`config.mk`:
```
export PLATFORM = sky130hd
export DESIGN_NAME = fp16_normalize_round
export DESIGN_NICKNAME = d
export VERILOG_FILES = /design/src/rtl/fp16_normalize_round.sv
export SDC_FILE = /design/constraint.sdc
export NUM_CORES = 1
export LEC_CHECK = 0
export BUFFER_PORTS_ARGS = -buffer_cell sky130_fd_sc_hd__buf_2
export CORE_MARGIN = 8
export CORE_UTILIZATION = 47
export DETAILED_ROUTE_END_ITERATION = 16
export PLACE_DENSITY = 0.68
export SLEW_MARGIN = 20
export SYNTH_ARGS = -nofsm -noshare
export SYNTH_HDL_FRONTEND = slang
export SYNTH_HIERARCHICAL = 1
export SYNTH_SLANG_ARGS = --single-unit
```
`constraint.sdc`:
```
create_clock -name clk -period 10.14 [get_ports clk]
set_clock_uncertainty 0.05 [all_clocks]
set_input_delay 2.028 -clock clk [delete_from_list [all_inputs] [get_ports clk]]
set_output_delay 2.028 -clock clk [all_outputs]
set_load 0.01 [all_outputs]
```
`src/rtl/fp16_normalize_round.sv`:
```
// Two-stage normalize + round-to-nearest-even into IEEE-754 binary16.
// Define FP16_NORM_SUBNORM_EN to produce subnormals; otherwise underflow flushes to signed zero.

module leading_one_detector_16 (
  input  logic [15:0] mag_i,
  output logic [3:0]  lz_o
);

  // Highest set bit wins; an all-zero input reports 15.
  always_comb begin
    lz_o = 4'd15;
    for (int i = 0; i < 16; i++) begin
      if (mag_i[i]) lz_o = 4'(15 - i);
    end
  end

endmodule

module fp16_normalize_round #(
  parameter int EXP_W = 8
) (
  input  logic             clk,
  input  logic             rst_n,
  input  logic             in_valid,
  output logic             in_ready,
  input  logic             in_sign,
  input  logic [15:0]      in_mag,
  input  logic [EXP_W-1:0] in_exp,
  output logic             out_valid,
  input  logic             out_ready,
  output logic [15:0]      out_fp16,
  output logic [2:0]       out_flags
);

  localparam logic signed [EXP_W+1:0] EXP_ZERO = '0;
  localparam logic signed [EXP_W+1:0] EXP_INF  = (EXP_W+2)'(31);

  logic [3:0]       lz;
  logic [15:0]      normShift;
  logic [EXP_W:0]   s1_exp_d;
  logic             s1Adv, s2Adv;

  logic             s1_valid_q, s1_sign_q, s1_zero_q;
  logic [14:0]      s1_norm_q;
  logic [EXP_W:0]   s1_exp_q;

  logic             s2_valid_q;
  logic [15:0]      s2_fp16_q;
  logic [2:0]       s2_flags_q;

  logic signed [EXP_W+1:0] bexp, bexpRnd;
  logic [9:0]       mant;
  logic             guard, sticky, roundUp;
  logic [10:0]      mantRnd;
  logic [15:0]      fp16_d;
  logic [2:0]       flags_d;

  leading_one_detector_16 u_lod (
    .mag_i (in_mag),
    .lz_o  (lz)
  );

  assign s2Adv     = ~s2_valid_q | out_ready;
  assign s1Adv     = ~s1_valid_q | s2Adv;
  assign in_ready  = s1Adv;
  assign normShift = in_mag << lz;
  assign s1_exp_d  = {in_exp[EXP_W-1], in_exp} - {{(EXP_W-3){1'b0}}, lz};

  // A zero magnitude is the only input whose normalized msb stays clear.
  always_ff @(posedge clk) begin
    if (!rst_n) begin
      s1_valid_q <= 1'b0;
      s1_sign_q  <= 1'b0;
      s1_zero_q  <= 1'b0;
      s1_norm_q  <= '0;
      s1_exp_q   <= '0;
    end else if (s1Adv) begin
      s1_valid_q <= in_valid;
      if (in_valid) begin
        s1_sign_q <= in_sign;
        s1_zero_q <= ~normShift[15];
        s1_norm_q <= normShift[14:0];
        s1_exp_q  <= s1_exp_d;
      end
    end
  end

  assign bexp    = {s1_exp_q[EXP_W], s1_exp_q} + (EXP_W+2)'(15);
  assign mant    = s1_norm_q[14:5];
  assign guard   = s1_norm_q[4];
  assign sticky  = |s1_norm_q[3:0];
  assign roundUp = guard & (sticky | mant[0]);
  assign mantRnd = {1'b0, mant} + {10'd0, roundUp};
  assign bexpRnd = bexp + {{(EXP_W+1){1'b0}}, mantRnd[10]};

`ifdef FP16_NORM_SUBNORM_EN
  logic [EXP_W+1:0] shFull;
  logic [3:0]       sh;
  logic [11:0]      subIn, lostMask;
  logic [10:0]      subShift;
  logic [9:0]       subMant;
  logic             subGuard, subSticky, subUp, subInexact;
  logic [10:0]      subRnd;

  // Denormalize {hidden, mant, guard}; beyond 12 places every bit is sticky.
  assign shFull     = (EXP_W+2)'(1) - bexp;
  assign sh         = (shFull > (EXP_W+2)'(12)) ? 4'd12 : shFull[3:0];
  assign subIn      = {1'b1, mant, guard};
  assign subShift   = 11'(subIn >> sh);
  assign lostMask   = ~(12'hFFF << sh);
  assign subMant    = subShift[10:1];
  assign subGuard   = subShift[0];
  assign subSticky  = sticky | (|(subIn & lostMask));
  assign subUp      = subGuard & (subSticky | subMant[0]);
  assign subRnd     = {1'b0, subMant} + {10'd0, subUp};
  assign subInexact = subGuard | subSticky;
`endif

  always_comb begin
    fp16_d  = {s1_sign_q, 15'h0};
    flags_d = 3'b000;
    if (!s1_zero_q) begin
      if (bexp <= EXP_ZERO) begin
`ifdef FP16_NORM_SUBNORM_EN
        fp16_d  = {s1_sign_q, 4'b0000, subRnd};
        flags_d = {1'b0, ~subRnd[10] & subInexact, subInexact};
`else
        flags_d = 3'b011;
`endif
      end else if (bexpRnd >= EXP_INF) begin
        fp16_d  = {s1_sign_q, 5'h1F, 10'h000};
        flags_d = 3'b101;
      end else begin
        fp16_d  = {s1_sign_q, bexpRnd[4:0], mantRnd[9:0]};
        flags_d = {2'b00, guard | sticky};
      end
    end
  end

  always_ff @(posedge clk) begin
    if (!rst_n) begin
      s2_valid_q <= 1'b0;
      s2_fp16_q  <= 16'h0000;
      s2_flags_q <= 3'b000;
    end else if (s2Adv) begin
      s2_valid_q <= s1_valid_q;
      if (s1_valid_q) begin
        s2_fp16_q  <= fp16_d;
        s2_flags_q <= flags_d;
      end
    end
  end

  assign out_valid = s2_valid_q;
  assign out_fp16  = s2_fp16_q;
  assign out_flags = s2_flags_q;

endmodule

```
==> results by group <==
Place
  • Buffers on Ports: a little under 50
  • Pre-CTS WS: 4555 ps
  • HPWL after DPL: around 6.1 mm
  • Dpl cell area: between 3000 and 4000 um^2
  • RePlAce Congestion: 0.8574

Setup path
  • Type of origin of the critical path: input port
  • Setup crit start: in_mag[11]
  • Worst Path Required: about 10000 ps
  • Worst-path cell chain: buf_2 > nor2_1 > o311ai_0 > a311oi_2 > inv_1 > ha_1 > nor2b_1 > o21ai_0 > nand2b_1 > a21boi_0 > nand2_1 > xor2_1 > a211oi_1
  • Worst-path fanout max: 16
  • CP top delay family: compound AO/OA/AOI/OAI gates
  • Arr. time, crit path: about 5400 ps
  • Crit path kind: input port to flop
  • CP bufs+invs: 2
  • Slowest CP cell: a311oi_2
  • Reg-to-reg startpoint: s1_norm_q[4]$_SDFFE_PN0P_
  • CP peak stage delay: 870 ps
  • Setup crit end kind: flop

Routing
  • WL final: around 7.7 mm
  • Starting DRC count in detailed routing: roughly 140
  • Antenna viol nets, final: 0
  • Drt wl/cell: around 14 um
  • DR vias: approximately 3000
  • Metal-1 WL: a little under 4 mm
  • Top Metal Used: met4
  • DR WL met2: 3.286 mm
  • First-pass iteration count of the detailed router: 4
  • Met3 WL: around 400 um
  • DRC: 0
  • Vias per cell: between 5 and 6

Final layout
  • Antenna diode count: 0
  • FILL cells: 666
  • NumNets Final: between 400 and 500
  • Layout cells sized above 1: between 10% and 20%
  • Final Cell Area: around 3600 um^2
  • Final Util: 53.72%
  • P&R area growth vs syn: 12.21%

Floorplan
  • Core area: 6719 um^2
  • I/O Pins: 50
  • Row count: 30
  • Die height: around 100 um
  • Die area: just under 10000 um^2
  • Initial Utilization: 47.88%
  • Die X: a little under 100 um

Clock network
  • Hold-fix buffers, CTS: 0
  • Root buf cell: clkbuf_8
  • Clk sink count: between 40 and 50
  • Latest clock arrival within the worst-skew pair: roughly 300 ps
  • Postcts setup bufs: 0
  • CTS-repair resized insts: 0
  • TritonCTS clock tree: yes
  • H-tree depth: 2
  • Worst-path clk slew: ~90 ps
  • Num CTS Buffers: 5
  • Clock buffer depth: 2

Logic synthesis
  • Post-synth top area cell: dfxtp_1
  • Post-Synth Adder-Cell Area: 4.123%
  • Synthesized cell area: roughly 3200 um^2
  • Syn Area/Cell: approximately 7.8 um^2
  • Mux contribution to synthesized area: between 8 and 9%
  • Most frequent cell after synthesis: nor2_1
  • Synth Area in Simple Gates: between 20% and 30%
  • Synth Area in Compound Gates: a little under a quarter
  • Top cells by count, synth: 52 x nor2_1, 50 x nand2_1, 47 x dfxtp_1
  • Largest family of logic cells by synthesized area: simple AND/OR/NAND/NOR gates
  • Post-synthesis cell count: just over 400
  • Net Count, Synth: 453
  • Top cells by area, synth: dfxtp_1 29%, nor2_1 6.1%, mux2i_1 5.9%
  • Post-synth EDFFs: 0
  • Top-area cell type share of the netlist area: 29.25%
  • Ys flop type: dfxtp_1
  • YS warnings: 6
  • Synth async-reset ratio: 0%
  • Xor/xnor cell area share of the yosys netlist: between 4 and 5%
  • Seq cells post-synth: 47
  • Post-synthesis sequential area ratio: around 29%
  • Unique masters post-synth: 65

Global routing
  • Total GRT Usage: 16.24%
  • Antenna violations before repair: 0
  • First-pass GRT wire length: 13.39 mm
  • GRT Residual Overflow: 0
  • Vias in the first global route: approximately 2800
  • Largest net degree at the start of global routing: 31

STA
  • Final WS setup: around 4900 ps
  • # setup viols final: 0
  • Fin crit period: 5218 ps
  • Final Hold Viols: 0
  • Slew @ Worst Pin: 970.3 ps
  • Period utilization: 51.46%
  • Highest clock rate: about 190 MHz
  • Hold_ws: around 390 ps
  • Slew Limit Headroom: between 30% and 40%
  • Slew Viols, Final: 0
  • Setup TNS Final: 0 ps
  • RSZ-0062 raised after global routing: false

Job
  • Max-Cap Viols: 0

Power and ir drop
  • Power Density: 123.1 nW/um^2
  • Leakage: roughly 1.5 nW
  • Worst VDD drop: 0.05588 mV

Hold path
  • Hold path start: out_fp16[7]$_SDFFE_PN0P_
  • Worst Hold Class: flop to flop

Outcome
  • Status: finished clean
-- routing by layer --
| layer | vias up | track usage (%) |
|---|---|---|
| li1 | 1570 | - |
| met5 | - | 0 |
| met3 | 8 | 2.960 |
| met4 | 0 | 4.959 |
| met1 | 1339 | 22.26 |
| met2 | 76 | 25.07 |
-- flip-flops by register name, summed over array words and instances, names as in the netlist --
name and flops:
out_fp16 16, s1_zero_q 1, s1_valid_q 1, out_flags 3, s1_exp_q 9, s1_sign_q 1, s1_norm_q 15, out_valid 1
-- worst register-to-register path: stages (launching register included) --
cell and delay, ps:
dfxtp_1 410, and2_1 180, ha_1 190, nand3_1 110, nor2_1 230, and3_1 200
ha_1 200, ha_1 320, o211ai_1 120, o21ai_0 130, xnor2_1 150, nor4_1 500
o21ai_0 220, a21oi_1 170
-- placed cells by master, fill, tap and decap left out, types with 3 or more instances in the layout --
cell type   n
and3_1      5
nor2b_1     6
xor2_1     10
mux2i_1    19
xnor2_1     6
ha_1        9
nand3_1    12
clkbuf_8    6
o311ai_0    3
o221ai_1    3
nand2b_1   10
a22oi_1     5
nor2_1     52
o211ai_1    4
o21a_1      4
dfxtp_1    47
buf_2      49
a211oi_1    8
nor3_1      9
mux2_2      4
nand2_1    50
o21ai_1    12
and2_1      4
inv_1      12
nor4_1      4
a21oi_1    27
o21ai_0    20
-- cell type report --
class	count	area [um^2]	area share (%)
Multi-Input combinational cell	335	2172	60.17
Sequential cell	47	940.9	26.07
Timing Repair Buffer	51	260.3	7.210
Tap cell	80	100.1	2.773
Clock buffer	6	82.58	2.288
Inverter	12	45.04	1.248
Clock inverter	1	8.758	0.2426
-- power breakdown --
group	total [W]	switching [W]	internal (W)
registers	0.000211	0.0000144	0.000197
clock network	0.000117	0.0000618	0.0000549
logic	0.000117	0.0000662	0.0000504
-- stage by stage --
step	instances	power [W]
after CTS	532	0.0004469
after global placement	525	0.0003282
final	532	0.0004442
after global routing	532	0.0004714
after floorplan	414	0.0002975
after detailed placement	525	0.0003307
-- kinds of logic (layout without fill, tap and decap cells) --
logic type | Yosys count | count (layout)
flops | 47 | 47
fa+ha+maj | 10 | 10
buf+inv | 32 | 70
xor+xnor | 16 | 16
compound gates | 111 | 111
simple gates | 173 | 173
mux | 25 | 25
-- worst paths after layout --
check | end | slack [ps] | depth (start not counted)
worst max-delay path | s1_exp_q[7]$_SDFFE_PN0P_ | 4920 | 13
worst max register to register | out_fp16[10]$_SDFFE_PN0P_ | 6900 | 13
worst min register to register | out_fp16[7]$_SDFFE_PN0P_ | 390 | 2
worst min-delay path | out_fp16[7]$_SDFFE_PN0P_ | 390 | 2
Note: power is estimated with default switching activity, not from simulation.
